`src/rtl/echo_arb_pkg.sv`:
```
// Shared helpers for the Echo request arbiter: width math, stat width and the
// round-robin pick function used by the issue path.
package echo_arb_pkg;

    localparam int STAT_W    = 16;
    localparam int MAX_NREQ  = 8;
    localparam int MAX_TAG_W = 3;

    typedef struct packed {
        logic                 valid;
        logic [MAX_TAG_W-1:0] idx;
    } pick_t;

    function automatic int clog2(input int value);
        int r;
        r = 0;
        for (int i = 0; i < 31; i++) begin
            if ((1 << i) < value) r = i + 1;
        end
        return (r < 1) ? 1 : r;
    endfunction

    // First asserted request scanning ptr, ptr+1, ... modulo n.
    function automatic pick_t rr_pick(input logic [MAX_NREQ-1:0]  req,
                                      input logic [MAX_TAG_W-1:0] ptr,
                                      input int                   n);
        pick_t p;
        int    idx;
        p = '0;
        for (int k = 0; k < MAX_NREQ; k++) begin
            if (k < n) begin
                idx = (int'(ptr) + k) % n;
                if (!p.valid && req[idx]) begin
                    p.valid = 1'b1;
                    p.idx   = MAX_TAG_W'(idx);
                end
            end
        end
        return p;
    endfunction

endpackage

```
`src/rtl/echo_tag_fifo.sv`:
```
// In-order tag FIFO holding the requester index of each outstanding say,
// so the matching heard can be routed back to its issuer.
module echo_tag_fifo
    import echo_arb_pkg::*;
#(
    parameter int WIDTH = 2,
    parameter int DEPTH = 4
) (
    input  logic                    CLK,
    input  logic                    nRST,
    input  logic                    push_i,
    input  logic [WIDTH-1:0]        din_i,
    input  logic                    pop_i,
    output logic [WIDTH-1:0]        head_o,
    output logic [clog2(DEPTH):0]   count_o,
    output logic                    full_o,
    output logic                    empty_o
);

    localparam int AW    = clog2(DEPTH);
    localparam int CNT_W = AW + 1;

    logic [WIDTH-1:0] mem_q [DEPTH];
    logic [AW-1:0]    wr_q, wr_d, rd_q, rd_d;
    logic [CNT_W-1:0] count_q, count_d;
    logic             do_push, do_pop;

    assign full_o  = (count_q == CNT_W'(DEPTH));
    assign empty_o = (count_q == '0);
    assign count_o = count_q;
    assign head_o  = mem_q[rd_q];
    assign do_push = push_i && !full_o;
    assign do_pop  = pop_i && !empty_o;

    // NOTE: storage is not reset; entries are only read after being written.
    always_ff @(posedge CLK) begin
        if (do_push) mem_q[wr_q] <= din_i;
    end

    always_comb begin
        // NOTE: every output of this block gets a default first, so no latch.
        wr_d    = wr_q;
        rd_d    = rd_q;
        count_d = count_q;
        if (do_push) wr_d = wr_q + AW'(1);
        if (do_pop)  rd_d = rd_q + AW'(1);
        case ({do_push, do_pop})
            2'b10:   count_d = count_q + CNT_W'(1);
            2'b01:   count_d = count_q - CNT_W'(1);
            default: count_d = count_q;
        endcase
    end

    // NOTE: state registers use <= so all of them sample pre-edge values.
    always_ff @(posedge CLK or negedge nRST) begin
        if (!nRST) begin
            wr_q    <= '0;
            rd_q    <= '0;
            count_q <= '0;
        end else begin
            wr_q    <= wr_d;
            rd_q    <= rd_d;
            count_q <= count_d;
        end
    end

endmodule

```
`src/rtl/echo_req_arbiter.sv`:
```
// Round-robin arbiter sharing one in-order Echo say/heard service among NREQ
// requesters. Define ECHO_REQ_ARBITER_STATS_EN to add grant/full-stall counters.
module echo_req_arbiter
    import echo_arb_pkg::*;
#(
    parameter int NREQ  = 4,
    parameter int DEPTH = 4,
    parameter int DW    = 32
) (
    input  logic               CLK,
    input  logic               nRST,
    input  logic [NREQ-1:0]    req__ENA,
    input  logic [NREQ*DW-1:0] req_meth,
    input  logic [NREQ*DW-1:0] req_v,
    output logic [NREQ-1:0]    req__RDY,
    output logic               say__ENA,
    output logic [DW-1:0]      say_meth,
    output logic [DW-1:0]      say_v,
    input  logic               say__RDY,
    input  logic               heard__ENA,
    input  logic [DW-1:0]      heard_meth,
    input  logic [DW-1:0]      heard_v,
    output logic               heard__RDY,
    output logic [NREQ-1:0]    rsp__ENA,
    output logic [DW-1:0]      rsp_meth,
    output logic [DW-1:0]      rsp_v,
    input  logic [NREQ-1:0]    rsp__RDY,
    output logic               busy
`ifdef ECHO_REQ_ARBITER_STATS_EN
    ,
    output logic [NREQ*STAT_W-1:0] stat_grants,
    output logic [STAT_W-1:0]      stat_fullstall
`endif
);

    localparam int TAG_W = clog2(NREQ);
    localparam int CNT_W = clog2(DEPTH) + 1;

    logic [TAG_W-1:0] rr_ptr_q, rr_ptr_d;
    logic [TAG_W-1:0] winner, head;
    logic [CNT_W-1:0] fifo_count;
    logic             fifo_full, fifo_empty;
    logic             can_issue, rsp_fire;
    pick_t            pick;

    // Reset gates the handshakes so they drop asynchronously even when empty.
    assign can_issue = nRST && say__RDY && !fifo_full;
    assign pick      = rr_pick(MAX_NREQ'(req__ENA), MAX_TAG_W'(rr_ptr_q), NREQ);
    assign winner    = pick.idx[TAG_W-1:0];
    assign say__ENA  = can_issue && pick.valid;

    assign heard__RDY = !fifo_empty && rsp__RDY[head];
    assign rsp_fire   = heard__ENA && heard__RDY;
    assign busy       = (fifo_count != '0);

    always_comb begin
        req__RDY = '0;
        say_meth = '0;
        say_v    = '0;
        rr_ptr_d = rr_ptr_q;
        if (say__ENA) begin
            req__RDY[winner] = 1'b1;
            say_meth         = req_meth[winner*DW +: DW];
            say_v            = req_v[winner*DW +: DW];
            rr_ptr_d         = TAG_W'((int'(pick.idx) + 1) % NREQ);
        end
    end

    always_comb begin
        rsp__ENA = '0;
        rsp_meth = '0;
        rsp_v    = '0;
        if (rsp_fire) begin
            rsp__ENA[head] = 1'b1;
            rsp_meth       = heard_meth;
            rsp_v          = heard_v;
        end
    end

    always_ff @(posedge CLK or negedge nRST) begin
        if (!nRST) rr_ptr_q <= '0;
        else       rr_ptr_q <= rr_ptr_d;
    end

    echo_tag_fifo #(
        .WIDTH (TAG_W),
        .DEPTH (DEPTH)
    ) u_tag_fifo (
        .CLK     (CLK),
        .nRST    (nRST),
        .push_i  (say__ENA),
        .din_i   (winner),
        .pop_i   (rsp_fire),
        .head_o  (head),
        .count_o (fifo_count),
        .full_o  (fifo_full),
        .empty_o (fifo_empty)
    );

`ifdef ECHO_REQ_ARBITER_STATS_EN
    logic [STAT_W-1:0] grant_cnt_q [NREQ];
    logic [STAT_W-1:0] stall_cnt_q;
    logic              stall;

    assign stall = (|req__ENA) && fifo_full && say__RDY;

    always_ff @(posedge CLK or negedge nRST) begin
        if (!nRST) begin
            for (int i = 0; i < NREQ; i++) grant_cnt_q[i] <= '0;
            stall_cnt_q <= '0;
        end else begin
            for (int i = 0; i < NREQ; i++) begin
                if (say__ENA && winner == TAG_W'(i) && grant_cnt_q[i] != '1)
                    grant_cnt_q[i] <= grant_cnt_q[i] + STAT_W'(1);
            end
            if (stall && stall_cnt_q != '1) stall_cnt_q <= stall_cnt_q + STAT_W'(1);
        end
    end

    always_comb begin
        stat_grants = '0;
        for (int i = 0; i < NREQ; i++) stat_grants[i*STAT_W +: STAT_W] = grant_cnt_q[i];
    end
    assign stat_fullstall = stall_cnt_q;
`endif

endmodule

```
`config.mk`:
```
export PLATFORM = sky130hd
export DESIGN_NAME = echo_req_arbiter
export DESIGN_NICKNAME = d
export VERILOG_FILES = /design/src/rtl/echo_arb_pkg.sv /design/src/rtl/echo_tag_fifo.sv /design/src/rtl/echo_req_arbiter.sv
export SDC_FILE = /design/constraint.sdc
export NUM_CORES = 1
export LEC_CHECK = 0
export CELL_PAD_IN_SITES_DETAIL_PLACEMENT = 2
export CELL_PAD_IN_SITES_GLOBAL_PLACEMENT = 2
export CORE_AREA = 2 2 182 184
export CTS_BUF_LIST = sky130_fd_sc_hd__clkbuf_4 sky130_fd_sc_hd__clkbuf_8
export DETAILED_ROUTE_END_ITERATION = 8
export DIE_AREA = 0 0 184 186
export DONT_BUFFER_PORTS = 1
export GPL_ROUTABILITY_DRIVEN = 0
export GPL_TIMING_DRIVEN = 0
export MAX_ROUTING_LAYER = met4
export PLACE_DENSITY_LB_ADDON = 0.3
export SETUP_SLACK_MARGIN = 0.1
export SYNTH_ARGS = -nofsm -noshare
export SYNTH_HDL_FRONTEND = slang
export SYNTH_SLANG_ARGS = --single-unit
```
`constraint.sdc`:
```
create_clock -name CLK -period 4.9 [get_ports CLK]
set_clock_uncertainty 0.1 [all_clocks]
set_input_delay 1.47 -clock CLK [delete_from_list [all_inputs] [get_ports CLK]]
set_output_delay 1.47 -clock CLK [all_outputs]
set_load 0.1 [all_outputs]
```
==> run metrics, run 1 <==
status=finished, final reports clean; Synth Cell Area=3388 µm²; Net count, final=775; total power draw=4.421 mW; CTS Root Cell=clkbuf_8; Req. time, crit path=3.33 ns; Max Clk Rate=208.0 MHz; CTS clock-pin slew for the worst setup and hold paths=0.07 ns; cell count after placement=809; Sink Count=17; # fillers=3618; final setup fails=0; Critical Path AT=3.24 ns; routed vias=3616; EDFF count, synth=8; sequential area share after synthesis=13.74%; synth unique cells=40; minimum clock period=4.808 ns; maxcap violations=0; clock latency at the later pin of the worst-skew pair=0.25 ns; post-route DRC violation count=0; die area=34220 µm²; Setup WS post-layout=0.09163 ns; Global Route Usage Sum=12.68%; Detailed Place HPWL=19090 µm; final hold viol count=0; Initial Utilization=10.52%; count leader, synth=mux2i_1; syn_area_per_cell=8.492 µm²; Pre-antenna DRT Iters=4; DR vias/cell=4.284; Final Cycle Share=98.13%; total grt overflow=0; CTS max path bufs=2; Final Max Slew Viols=0; Core Footprint=32210 µm²; Hold/Removal Path Class=flip-flop to flip-flop; Internal=1.356 mW; # rows=66; TritonCTS buffer count=3; First DRT Iteration DRCs=78; Synth async-reset ratio=52.94%; Pleak=2.250 nW; DRT Wirelength=23030 µm; pre-CTS setup slack=-1.548 ns; Ports=471; largest net degree at the start of global routing=12; remaining antenna violation count after routing=0; Reg power frac=5.5%; H-tree levels=1; kind of critical path=primary input to output port; type of origin of the critical path=primary input; pwr dens=728.9 nW/µm²; final design utilization=18.83%; fin cells=844; peak supply drop=0.2622 mV; ys flop type=dfrtp_1; first-pass GRT wire length=30170 µm; P_sw=3.066 mW; Port Buffer Count=0; Synth area leader=mux2i_1; Critical Path Fanout Max=6; synth top area cells=mux2i_1 40%, and2_1 13%, o22ai_1 12%; Die X=184 µm; Clock Power Share=2.4%; Synthesized Nets=741; switching share of power=69.34%; RSZ-0062 raised after global routing=yes; hold slack=0.4605 ns; Synth-to-Final Area Change=79.03%; share of the synthesized area in the top cell type=39.59%; critical path capture point type=output port; layout cell share with drive strength beyond 1=62.04%; initial antenna violation count=4; commonest cells in the synthesized netlist=134 x mux2i_1, 72 x and2_1, 66 x o22ai_1; Post-Synthesis Cells=399; WL/cell=27.29 µm; vias in the first global route=4099; Comb power frac=92.1%; #FFs+latches synth=17; worst slew pin tran=1.401 ns; TritonCTS clock tree=done; die height=186 µm; Warnings, synthesis=0; # hold bufs at CTS=0; Worst slew margin=6.188%
## layout by cell type (no fill, tap or decap), types with 8 or more instances in the layout
cell and count:
mux2i_1 89, and2_2 66, o22ai_4 65, mux2i_2 41, buf_4 14, clkbuf_16 11, inv_1 9, clkbuf_8 9
ha_1 9, dfrtp_1 9, buf_6 8, nand2_1 8, buf_12 8, edfxtp_1 8
## what timing repair did
item,CTS,global route
pin swaps,47,43
buffers inserted,15,2
endpoints found under the hold margin,0,0
resized for setup,266,36
cloned,10,1
setup endpoints to repair,134,73
## final cells by class
cell class / count / area (µm²) / share of cell area, %
multi-input combinational: 335 / 4039 / 66.58
timing repair buffer: 29 / 422.9 / 6.972
buffer: 36 / 523.0 / 8.622
clock buffer: 3 / 41.29 / 0.6807
tap: 408 / 510.5 / 8.416
antenna: 4 / 10.01 / 0.1650
clock inverter: 1 / 5.005 / 0.08251
sequential: 17 / 465.4 / 7.673
inverter: 11 / 48.80 / 0.8045
## metal layers
layer	global-route usage, %	up-vias	routed length [µm]
met3	1.957	14	1457
li1	-	1564	-
met5	-	-	0
met2	27.05	288	14000
met1	11.78	1750	7345
met4	2.208	0	225
## flip-flops by register name, indices dropped and copies added, names as in the netlist
name	cells
u_tag_fifo.rd_q	2
rr_ptr_q	2
u_tag_fifo.wr_q	2
u_tag_fifo.mem_q	8
u_tag_fifo.count_o	3
## critical path: stages
cell	delay, ns
a21o_1	0.17
a21oi_2	0.17
o22ai_4	0.09
buf_12	0.16
clkbuf_16	0.17
buf_12	0.15
mux2i_4	0.21
o22ai_4	0.61
## through the flow
stage	cell area, µm²	TNS, ns
6_report	6066	0
2_1_floorplan	3507	-42.63
3_3_place_gp	4018	-115.72
4_1_cts	5896	0
3_5_place_dp	4389	-88.57
5_1_grt	6066	0
## path summary, 6_finish.rpt
| path | start | end | slack, ns | depth (start not counted) |
|---|---|---|---|---|
| setup / recovery | req__ENA[0] | say_v[28] | 0.09 | 8 |
| min in group asynchronous | nRST | u_tag_fifo.rd_q[1]$_DFFE_PN0P_ | 0.80 | 0 |
| hold / removal | u_tag_fifo.count_o[0]$_DFFE_PN0P_ | u_tag_fifo.count_o[0]$_DFFE_PN0P_ | 0.46 | 1 |
| setup reg to reg | u_tag_fifo.rd_q[0]$_DFFE_PN0P_ | u_tag_fifo.count_o[2]$_DFFE_PN0P_ | 1.52 | 12 |
| hold reg to reg | u_tag_fifo.count_o[0]$_DFFE_PN0P_ | u_tag_fifo.count_o[0]$_DFFE_PN0P_ | 0.46 | 1 |
| max in group asynchronous | nRST | u_tag_fifo.wr_q[1]$_DFFE_PN0P_ | 3.82 | 0 |
## power by group through the flow
stage / Combinational (mW) / Sequential [mW] / Clock (mW)
2_1_floorplan: 2.86 / 0.233 / 0
3_3_place_gp: 3.16 / 0.241 / 0
3_5_place_dp: 3.33 / 0.245 / 0
4_1_cts: 4.02 / 0.244 / 0.113
5_1_grt: 4.22 / 0.251 / 0.119
6_report: 4.07 / 0.244 / 0.107
## logic make-up after synthesis
logic type | after synthesis | share of synthesized area, %
muxes | 138 | 41.25
xor gates and xnor gates | 6 | 1.551
DFF | 17 | 13.74
and+or+nand+nor | 103 | 18.43
adders and majority gates | 10 | 3.914
AOI/OAI and AO/OA | 77 | 14.48
buffers and inverters | 48 | 6.647
Note: power is estimated with default switching activity, not from simulation.
==> run 2: changes to the inputs <==
--- a/config.mk
+++ b/config.mk
@@ -14,7 +14,6 @@
 export DONT_BUFFER_PORTS = 1
 export GPL_ROUTABILITY_DRIVEN = 0
 export GPL_TIMING_DRIVEN = 0
-export MAX_ROUTING_LAYER = met4
 export PLACE_DENSITY_LB_ADDON = 0.3
 export SETUP_SLACK_MARGIN = 0.1
 export SYNTH_ARGS = -nofsm -noshare
==> run metrics, run 2 (synthesized netlist as in run 1, its figures left out) <==
status=finished, final reports clean; total power draw=4.419 mW; routed vias=3610; WL/cell=27.44 µm; layout cell share with drive strength beyond 1=62.04%; final design utilization=18.81%; max reg flops=8; Pleak=2.250 nW; Final Cycle Share=98.20%; Synth-to-Final Area Change=78.80%; most frequent cells in the layout=89 x mux2i_1, 66 x and2_2, 65 x o22ai_4, 41 x mux2i_2, 14 x buf_4; critical path capture point type=output port; TritonCTS buffer count=3; DRT Wirelength=23080 µm; vias in the first global route=4093; # rows=66; commonest non-fill, non-tap cell in the layout=mux2i_1; Max Clk Rate=207.8 MHz; type of origin of the critical path=primary input; peak supply drop=0.2611 mV; final hold viol count=0; Critical Path AT=3.24 ns; RSZ-0062 raised after global routing=yes; Cell Chain, Critical Path=a21o_1 > a21oi_2 > o22ai_4 > buf_12 > clkbuf_16 > buf_12 > mux2i_4 > o22ai_4; die area=34220 µm²; Global Route Usage Sum=12.33%; pwr dens=729.3 nW/µm²; minimum clock period=4.812 ns; delay-heaviest family, CP=compound AO/OA/AOI/OAI gates; CP max stage delay=0.62 ns; Net count, final=775; Initial Utilization=10.52%; Req. time, crit path=3.33 ns; Setup TNS Final=0 ns; Worst slew margin=7.617%; multi-input logic area=4039 µm²; First DRT Iteration DRCs=78; Core Footprint=32210 µm²; Ports=471; final setup fails=0; kind of critical path=primary input to output port; Die X=184 µm; CTS clock-pin slew for the worst setup and hold paths=0.07 ns; # fillers=3617; Sink Count=17; Hold/Removal Path Class=flip-flop to flip-flop; post-route DRC violation count=0; Detailed Place HPWL=19090 µm; DR vias/cell=4.293; CP max-delay cell=o22ai_4; register area=465.4 µm²; first-pass GRT wire length=30220 µm; total grt overflow=0; Pre-antenna DRT Iters=4; die height=186 µm; Final Max Slew Viols=0; H-tree levels=1; remaining antenna violation count after routing=0; Largest Register=u_tag_fifo.mem_q; maxcap violations=0; worst path bufs/invs=3; clock latency at the later pin of the worst-skew pair=0.25 ns; # hold bufs at CTS=0; CTS max path bufs=2; hold slack=0.4606 ns; worst slew pin tran=1.380 ns; Critical Path Fanout Max=6; CTS Root Cell=clkbuf_8; TritonCTS clock tree=done; largest net degree at the start of global routing=12; Port Buffer Count=0; initial antenna violation count=1
==> run 2: cell count changes in the layout (fill, tap and decap cells not counted) <==
cell,change
diode_2,-3
==> run 2: path summary, 6_finish.rpt <==
path	cells past startpoint	from	to	slack (ns)
max	8	req__ENA[0]	say_v[28]	0.09
min	1	u_tag_fifo.count_o[0]$_DFFE_PN0P_	u_tag_fifo.count_o[0]$_DFFE_PN0P_	0.46
max reg2reg	12	u_tag_fifo.rd_q[0]$_DFFE_PN0P_	u_tag_fifo.count_o[2]$_DFFE_PN0P_	1.54
min reg2reg	1	u_tag_fifo.count_o[0]$_DFFE_PN0P_	u_tag_fifo.count_o[0]$_DFFE_PN0P_	0.46
max in group asynchronous	0	nRST	u_tag_fifo.wr_q[1]$_DFFE_PN0P_	3.82
min in group asynchronous	0	nRST	u_tag_fifo.rd_q[1]$_DFFE_PN0P_	0.80
==> run 2: power breakdown <==
part | switching, mW | total [mW] | internal [mW] | leakage, nW
Combinational | 2.97 | 4.07 | 1.09 | 2.05
Sequential | 0.0389 | 0.243 | 0.205 | 0.178
Clock | 0.0509 | 0.107 | 0.0565 | 0.0255
==> run 2: layer usage <==
layer	vias up	routed length (µm)	track usage, %
li1	1563	-	-
met1	1752	7189	11.58
met2	283	14040	27.44
met3	12	1634	2.348
met4	0	211	1.344
met5	-	0	0
==> run 2: cell type report <==
cell class                      count  area share, %
Buffer                             36          8.633
Multi-Input combinational cell    335          66.67
Sequential cell                    17          7.683
Inverter                           11         0.8055
Tap cell                          408          8.426
Clock buffer                        3         0.6815
Antenna cell                        1        0.04131
Timing Repair Buffer               29          6.981
Clock inverter                      1        0.08261
==> run 2: metrics by stage <==
step                      std cells  setup slack, ns  cell area, µm²
after detailed placement        809           -1.548            4389
after global placement          807           -2.230            4018
after floorplan                 399          -0.7498            3507
after CTS                       838          0.07053            5896
after global routing            840          0.02014            6056
final                           841          0.08799            6058
==> run 2: what timing repair did <==
action / 4_1_cts / 5_1_grt
resized for setup: 266 / 36
cloned: 10 / 1
pin swaps: 47 / 44
setup endpoints to repair: 134 / 73
buffers inserted: 15 / 2
